--- config.mk ---
export PLATFORM = sky130hd
export DESIGN_NAME = icache_dm
export DESIGN_NICKNAME = d
export VERILOG_FILES = /design/src/rtl/core_pkg.sv /design/src/rtl/icache_data_ram.sv /design/src/rtl/icache_dm.sv
export SDC_FILE = /design/constraint.sdc
export NUM_CORES = 2
export LEC_CHECK = 0
export CAP_MARGIN = 10
export CORE_UTILIZATION = 31
export CTS_CLUSTER_SIZE = 28
export DETAILED_ROUTE_END_ITERATION = 8
export GPL_TIMING_DRIVEN = 0
export HOLD_SLACK_MARGIN = 0.06
export PLACE_DENSITY = 0.51
export SYNTH_ARGS = -nofsm -noshare
export SYNTH_HDL_FRONTEND = slang
export SYNTH_SLANG_ARGS = --single-unit
--- constraint.sdc ---
create_clock -name clk -period 3.6 [get_ports clk]
set_clock_uncertainty 0.2 [all_clocks]
set_input_delay 0.72 -clock clk [delete_from_list [all_inputs] [get_ports clk]]
set_output_delay 0.72 -clock clk [all_outputs]
set_load 0.02 [all_outputs]
--- src/rtl/core_pkg.sv ---
// core_pkg: shared FSM encoding and cache address-split width helpers
package core_pkg;
  typedef enum logic [1:0] {
    IDLE    = 2'd0,
    LOOKUP  = 2'd1,
    REFILL  = 2'd2,
    RESPOND = 2'd3
  } icache_state_t;

  function automatic int off_w(input int words_per_line);
    return $clog2(words_per_line) + 2;
  endfunction

  function automatic int idx_w(input int n_lines);
    return $clog2(n_lines);
  endfunction

  function automatic int tag_w(input int addr_width, input int n_lines, input int words_per_line);
    return addr_width - idx_w(n_lines) - off_w(words_per_line);
  endfunction
endpackage

--- src/rtl/icache_data_ram.sv ---
// icache_data_ram: N_LINES x WORDS_PER_LINE x 32 word store, one write port, async read
//   clk          write clock
//   we/waddr/wdata  write port, waddr = {line, word}
//   raddr/rdata  combinational read port
module icache_data_ram #(
  parameter int N_LINES        = 16,
  parameter int WORDS_PER_LINE = 4,
  localparam int AW = $clog2(N_LINES * WORDS_PER_LINE)
) (
  input  logic          clk,
  input  logic          we,
  input  logic [AW-1:0] waddr,
  input  logic [31:0]   wdata,
  input  logic [AW-1:0] raddr,
  output logic [31:0]   rdata
);
  logic [31:0] mem [N_LINES * WORDS_PER_LINE];

  always_ff @(posedge clk)
    if (we) mem[waddr] <= wdata;

  assign rdata = mem[raddr];
endmodule

--- src/rtl/icache_dm.sv ---
// icache_dm: direct-mapped read-only instruction cache with line refill and invalidate-all
//   clk, reset            clock, synchronous active-high reset
//   icache_req/addr       fetch request from core (sampled in IDLE)
//   icache_rdata/ready    fetched word with single-cycle completion pulse
//   inv_all               clear all valid bits
//   mem_req/addr/rdata/valid  single-beat backing read port
//   stat_hits/stat_misses hit/miss counters, present only with ICACHE_STATS_EN
module icache_dm
  import core_pkg::*;
#(
  parameter int ADDR_WIDTH     = 24,
  parameter int N_LINES        = 16,
  parameter int WORDS_PER_LINE = 4
) (
  input  logic                  clk,
  input  logic                  reset,
  input  logic [31:0]           icache_addr,
  input  logic                  icache_req,
  output logic [31:0]           icache_rdata,
  output logic                  icache_ready,
  input  logic                  inv_all,
  output logic                  mem_req,
  output logic [ADDR_WIDTH-1:0] mem_addr,
  input  logic [31:0]           mem_rdata,
  input  logic                  mem_valid
`ifdef ICACHE_STATS_EN
  ,
  output logic [31:0]           stat_hits,
  output logic [31:0]           stat_misses
`endif
);
  localparam int OFF_W = off_w(WORDS_PER_LINE);
  localparam int IDX_W = idx_w(N_LINES);
  localparam int TAG_W = tag_w(ADDR_WIDTH, N_LINES, WORDS_PER_LINE);
  localparam int WB    = OFF_W - 2;

  icache_state_t          state;
  logic [ADDR_WIDTH-1:2]  addr_q;
  logic [WB-1:0]          beat;
  logic [N_LINES-1:0]     valid;
  logic [TAG_W-1:0]       tags [N_LINES];
  logic [31:0]            word_q;
  logic                   inv_pend;
  logic [31:0]            ram_rdata;
  logic                   unused_bits;

  wire [TAG_W-1:0] tag_q  = addr_q[ADDR_WIDTH-1 -: TAG_W];
  wire [IDX_W-1:0] idx    = addr_q[OFF_W +: IDX_W];
  wire [WB-1:0]    wsel   = addr_q[2 +: WB];
  wire             hit    = valid[idx] && tags[idx] == tag_q;
  wire             fill   = state == REFILL && mem_req && mem_valid;
  wire             last   = &beat;

  assign unused_bits = ^{icache_addr[31:ADDR_WIDTH], icache_addr[1:0]};

  icache_data_ram #(.N_LINES(N_LINES), .WORDS_PER_LINE(WORDS_PER_LINE)) u_ram (
    .clk   (clk),
    .we    (fill),
    .waddr ({idx, beat}),
    .wdata (mem_rdata),
    .raddr ({idx, wsel}),
    .rdata (ram_rdata)
  );

  always_ff @(posedge clk)
    if (fill && last) tags[idx] <= tag_q;

  always_ff @(posedge clk) begin
    if (reset) begin
      state        <= IDLE;
      addr_q       <= '0;
      beat         <= '0;
      valid        <= '0;
      word_q       <= '0;
      inv_pend     <= 1'b0;
      icache_ready <= 1'b0;
      icache_rdata <= '0;
      mem_req      <= 1'b0;
      mem_addr     <= '0;
    end else begin
      icache_ready <= 1'b0;
      if (inv_all) valid <= '0;
      case (state)
        IDLE:
          if (icache_req) begin
            addr_q <= icache_addr[ADDR_WIDTH-1:2];
            state  <= LOOKUP;
          end
        LOOKUP:
          if (hit) begin
            icache_ready <= 1'b1;
            icache_rdata <= ram_rdata;
            state        <= IDLE;
          end else begin
            // the line is being overwritten, so it must not hit on its old tag meanwhile
            valid[idx] <= 1'b0;
            beat       <= '0;
            inv_pend   <= 1'b0;
            mem_addr   <= {addr_q[ADDR_WIDTH-1:OFF_W], OFF_W'(0)};
            state      <= REFILL;
          end
        REFILL: begin
          // an invalidate seen at any point of the refill keeps the new line invalid
          inv_pend <= inv_pend | inv_all;
          if (!mem_req) mem_req <= 1'b1;
          else if (mem_valid) begin
            beat <= beat + 1'b1;
            if (beat == wsel) word_q <= mem_rdata;
            if (last) begin
              mem_req      <= 1'b0;
              icache_ready <= 1'b1;
              icache_rdata <= beat == wsel ? mem_rdata : word_q;
              state        <= RESPOND;
              if (!inv_pend && !inv_all) valid[idx] <= 1'b1;
            end else
              mem_addr <= mem_addr + ADDR_WIDTH'(4);
          end
        end
        RESPOND: state <= IDLE;
      endcase
    end
  end

`ifdef ICACHE_STATS_EN
  always_ff @(posedge clk) begin
    if (reset) begin
      stat_hits   <= '0;
      stat_misses <= '0;
    end else if (state == LOOKUP) begin
      if (hit) stat_hits <= stat_hits + 1'b1;
      else stat_misses <= stat_misses + 1'b1;
    end
  end
`endif
endmodule
# Yosys cells after proc, flatten, opt, wreduce, memory -nomap -nowiden
# Memories as Yosys holds them, arrays and structs flattened. A register that Yosys moved wholly into a read port is not among the register bits.
# Cells that the tools add are included.
[word_totals]
regBits = 133
ram_bits = 2304
out_inout_bits = 58
mem_count = 2
input_bits = 69
elab_cells = 101
[memory_table]
columns = ["memory", "words", "width", "read_ports", "rd_ports_with_merged_regs", "write_ports", "line_no", "text"]
rows = [
  ["u_ram.mem", 64, 32, 1, 1, 1, "icache_data_ram.sv:17", "logic [31:0] mem [N_LINES * WORDS_PER_LINE];"],
  ["tags", 16, 16, 1, 1, 1, "icache_dm.sv:41", "logic [TAG_W-1:0] tags [N_LINES];"],
]
[op_classes]
eq_ne = 12
add_sub_neg = 2
n_bitwise = 4
n_lt_le_gt_ge = 2
reduce_logical = 18
mux = 51
[ops]
columns = ["cell", "n"]
rows = [
  ["$mux 32", 5],
  ["$mux 16", 7],
  ["$mux 24", 4],
  ["$pmux 32 s2", 1],
  ["$pmux 24 s2", 1],
  ["$pmux 16 s2", 1],
  ["$add 24x3->24 const B", 1],
  ["$and 16x16->16", 1],
  ["$eq 16x16->1", 1],
  ["$mux 2", 8],
  ["$not 16->16", 1],
  ["$or 16x16->16", 1],
  ["$mux 1", 14],
  ["$ne 2x2->1 const B", 7],
  ["$mux 6", 2],
  ["$reduce_and 5->1", 2],
  ["$mux 4", 2],
  ["$pmux 2 s4", 1],
  ["$reduce_and 4->1", 2],
  ["$logic_and 1x1->1", 6],
  ["$reduce_and 2->1", 3],
  ["$lt 4x5->1 const B", 1],
  ["$bmux 1 s4", 1],
  ["$demux 1 s4", 1],
  ["12 further kinds", 15],
]

# Logic depth before layout (Yosys ltp)
[logic_depth]
ltp_word = 10
ltp_mapped = 14

# Modules after synthesis
# A second synthesis with hierarchy kept.
[hier_totals]
cells_unflattened = 4609
area_unflattened_um2 = 94863.5
[modules_own_cells]
columns = ["mod", "instances", "area_per_inst_um2", "seq_area_each_um2", "cells_each"]
rows = [
  ["icache_data_ram", 1, 77872.2, 61499.0, 3292],
  ["icache_dm", 1, 16991.3, 10390.0, 1317],
]

# Worst setup path after synthesis
# No wires, ideal clock.
[synth_timing]
kind = "reg-to-reg"
from = "register state[0]"
to = "memory u_ram.mem[14][0], enable pin"
arrival_ns = 3.095
path_buffers = 1
setup_slack_ns = -0.116
path_stages_with_launch = 8
path_cell_list = "dfxtp_1 -> inv_1 -> ha_1 -> clkbuf_1 -> inv_1 -> nor2_1 -> nand4b_1 -> nor2_1"
[synth_via]
elab_chain_cells = 5
[synth_lines]
columns = ["element", "line_no", "text"]
rows = [
  ["from (decl)", "icache_dm.sv:37", "icache_state_t state;"],
  ["from (signal assigned)", "icache_dm.sv:70", "state <= IDLE;"],
  ["from (signal assigned)", "icache_dm.sv:87", "state <= LOOKUP;"],
  ["from (signal assigned)", "icache_dm.sv:93", "state <= IDLE;"],
  ["$eq 2x2->1", "icache_dm.sv:51", "wire fill = state == REFILL && mem_req && mem_valid;"],
  ["$logic_and 1x1->1 (2 in a row)", "icache_dm.sv:51", ""],
  ["$mux 1", "icache_data_ram.sv:20", "if (we) mem[waddr] <= wdata;"],
  ["$mux 1 (implied by the code)", "icache_data_ram.sv:20", ""],
  ["to (decl)", "icache_data_ram.sv:17", ""],
]
# No other way between the ends.

==> flow_summary_export.csv <==
group,metric,value,unit
global_route,grt_pass1_vias,49400,
route,vias,48700,
sta,min_period,3.69,ns
yosys,synth_top_family_by_area,"multiplexers",
worst_setup_path,end_kind,"flop",
sta,max_freq,271,MHz
yosys,yosys-mux-area-fraction,17.8,%
min_path,hold_depth,2,
sta,relSlewSlack,9.78,%
yosys,synth_fa_ha_area_share,0.0794,%
cts,clockBufferDepth,4,
yosys,synth-xor-area-share,0.185,%
yosys,synthFlopType,"edfxtp_1",
placed_design,gp_congestion,0.826,
placed_design,port_buffers,112,
layout,ff_latch_area,0.0719,mm^2
floorplanning,io_pins,127,
worst_setup_path,slowest_stage,"mux4_2",
sta,setup_tns,-0.970,ns
sta,worst_slew_pin_slew,1.35,ns
worst_setup_path,r2r_slack,-0.09,ns
yosys,synth_area_per_cell,21.8,um^2
outcome,status,"finished, violations left",
cts,htreeDepth,5,
worst_setup_path,cp_slowest_stage_delay,0.56,ns
worst_setup_path,cp_cell_sequence,"buf_2 > clkbuf_8 > clkbuf_8 > clkbuf_2 > mux4_2 > mux4_2 > o221ai_1 > o31ai_1",
placed_design,dp_slack,-2.95,ns
yosys,synth_area,0.0945,mm^2
route,drtPass1Iterations,5,
yosys,ys_seq_elements,2441,
cts,clkLatencyLatePin,0.91,ns
sta,rsz0062_at_grt,"true",
layout,n_fill_cell,27100,
layout,syn2layout_area_growth,22.1,%
placed_design,dp_hpwl,184000,um
worst_setup_path,crit_required,4.18,ns
global_route,grt-ovfl-total,0,
floorplanning,num_rows,202,
route,remaining_drc_errors,0,
route,ant_nets,0,
floorplanning,die_x,554,um
route,first_iter_violations,5725,
layout,finalNetCount,5088,
route,wl_per_cell,30.8,um
yosys,synth_simple_gate_area_share,2.70,%
placed_design,placed_area,0.104,mm^2
sta,fin_crit_sh,102,%
sta,setup_ws,-0.0888,ns
worst_setup_path,critPathArrivalTime,4.27,ns
worst_setup_path,cp.depth,8,
worst_setup_path,crit_type,"reg -> reg",
route,wirelength,283000,um
cts,cts_buffers,281,
layout,multi_input_area,0.0227,mm^2
power,p_per_area,555,mW/mm^2
run,cap_violations,0,
layout,drive_above_1_share,34.2,%
global_route,grt_start_max_net_pins,67,
route,viasPerCell,5.30,
power,ir_worst_vdd,0.542,mV
cts,clock-sinks,2441,
cts,cts_root_buffer,"clkbuf_16",
sta,hold_viol_final,0,
yosys,synth-compound-area-share,1.79,%
floorplanning,coreArea,0.303,mm^2
outcome,violations,"negative setup slack",
min_path,hp-class,"in -> reg",
global_route,track_usage,18.1,%
worst_setup_path,crit_buf_inv,4,
layout,stdcell_area,0.115,mm^2
yosys,postSynth.asyncResetShare,0,%
power,power.leakage,35.0,nW
yosys,netlist_instances,4329,
worst_setup_path,cp_top_family,"buffers and inverters",
yosys,synth.distinct_cells,61,
yosys,synth_edf_count,2304,
floorplanning,start_util,31.2,%
worst_setup_path,critPathLaunchType,"flop",
worst_setup_path,path_max_fanout,10,
floorplanning,die_h,554,um
worst_setup_path,reg2regPathDepth,8,
floorplanning,design.die.area,0.307,mm^2
cts,cts.clk_slew.worst_paths,0.06,ns
sta,finalSetupViolCount,26,
global_route,grt_pass1_wl,392000,um
sta,drv_slew,0,
yosys,seq_area_frac_synth,76.1,%
yosys,yosys_warnings,0,
cts,tritoncts,"yes",
global_route,antenna_found_initial,23,
-- worst register-to-register path, stage by stage, from the launching register on --
cell and delay [ns]:
dfxtp_2 0.52, buf_2 0.37, clkbuf_8 0.33, clkbuf_8 0.30, clkbuf_2 0.35, mux4_2 0.39
mux4_2 0.56, o221ai_1 0.44, o31ai_1 0.11
-- kinds of logic after synthesis --
family | count (synthesis)
and+or+nand+nor | 544
other | 1
AOI/OAI and AO/OA | 237
adders and majority gates | 6
DFF | 2441
muxes | 788
buffers and inverters | 292
xor gates and xnor gates | 20
-- final timing paths --
check / start / end
max reg2reg: flop / icache_rdata[18]$_SDFFE_PP0P_
max: flop / icache_rdata[18]$_SDFFE_PP0P_
min reg2reg: word_q[10]$_SDFFE_PP0P_ / word_q[10]$_SDFFE_PP0P_
min: mem_rdata[8] / u_ram.mem[31][8]$_DFFE_PP_
-- state kept, by name, summed over array words and instances, names as in the netlist, 2 cells and up, named ones only --
signal and count:
addr_q 22, mem_addr 22, u_ram.mem 2048, beat 2
word_q 32, icache_rdata 32, tags 256, valid 16
state 2
-- per-layer routing --
| metal | routed length, um | global-route usage, % |
|---|---|---|
| met5 | 49 | 0 |
| met4 | 7650 | 5.03 |
| met3 | 19500 | 3.27 |
| met2 | 138000 | 30.0 |
| met1 | 117000 | 24.5 |
-- cells in the final DEF, fill, tap and decap left out, types with 21 or more instances in the layout --
cell	instances
buf_2	48
mux4_2	717
nor2_1	59
edfxtp_1	2304
nor2_4	74
buf_12	138
a31oi_1	39
nand2_1	179
a211oi_1	21
dfxtp_1	134
inv_1	22
and2_1	26
buf_4	116
buf_8	22
clkdlybuf4s50_1	80
nand3b_1	25
buf_6	62
clkbuf_2	57
nor3_1	28
clkbuf_4	26
a21oi_1	51
clkinv_2	33
clkbuf_1	144
mux2i_1	57
clkbuf_16	291
nand3_1	56
clkinv_1	51
-- final cells by class --
cell class,count,share of cell area [%]
clock inverter,115,0.799
antenna,10,0.0217
clock buffer,361,6.52
sequential,2441,62.3
buffer,262,1.61
inverter,23,0.0748
tap,3978,4.31
timing repair buffer,407,4.72
multi-input combinational,1597,19.6
-- what timing repair did --
| action | CTS | global route |
|---|---|---|
| gates resized for setup | 362 | 200 |
| hold buffers | 11 | 0 |
| gates cloned | 3 | 4 |
| setup endpoints to repair | 2412 | 584 |
| setup buffers | 104 | 37 |
| endpoints found under the hold margin | 138 | 0 |
| pin swaps | 55 | 60 |
-- cells in the mapped netlist, types with 2 or more instances --
cell      number  area share [%]
nor2_1       135            0.54
and3_1         3           0.020
xnor2_1        8           0.074
o22ai_1       11           0.073
nand2_1      186            0.74
inv_1         22           0.087
o32ai_1       11            0.10
buf_1         34            0.14
nor3_1        36            0.19
or3_1          3           0.020
mux2i_1       62            0.66
and2_1        26            0.17
a31oi_1       40            0.26
buf_4          8           0.064
nand3_1       70            0.37
nand3b_1      25            0.20
o31ai_1       19            0.15
buf_2         47            0.25
a32oi_1       16            0.15
a311oi_1       5           0.046
nor4_1         6           0.040
mux2_2         9            0.11
nor2_2         7           0.046
a21oi_1       52            0.28
a211oi_1      32            0.25
or2_2          7           0.046
nand2b_1      15           0.099
a311oi_2       7            0.11
ha_1           6           0.079
nor2b_1        8           0.053
and3b_1        2           0.019
o221ai_1      20            0.19
edfxtp_1    2304              73
buf_6          6           0.071
dfxtp_1      137             2.9
o21ai_0       10           0.053
mux4_2       717              17
clkbuf_1     174            0.69
nand4_1        7           0.046
a21o_1         2           0.016
xor2_1        12            0.11
a22oi_1        3           0.024
-- report_power, final --
group | switching (W) | internal, W
Clock | 0.0111 | 0.0157
Sequential | 0.000251 | 0.0312
Combinational | 0.00340 | 0.00240
-- metrics by stage --
step	cells	util (%)	hold WS, ns	power (W)
after floorplan	4330	-	0.237	0.0348
final	9194	38.1	0.112	0.0640
after global routing	9188	38.1	0.0855	0.0657
after detailed placement	8559	34.2	0.251	0.0374
after CTS	9149	37.8	0.0604	0.0643
after global placement	8420	33.2	0.254	0.0373
(Power assumes the default switching activity.)
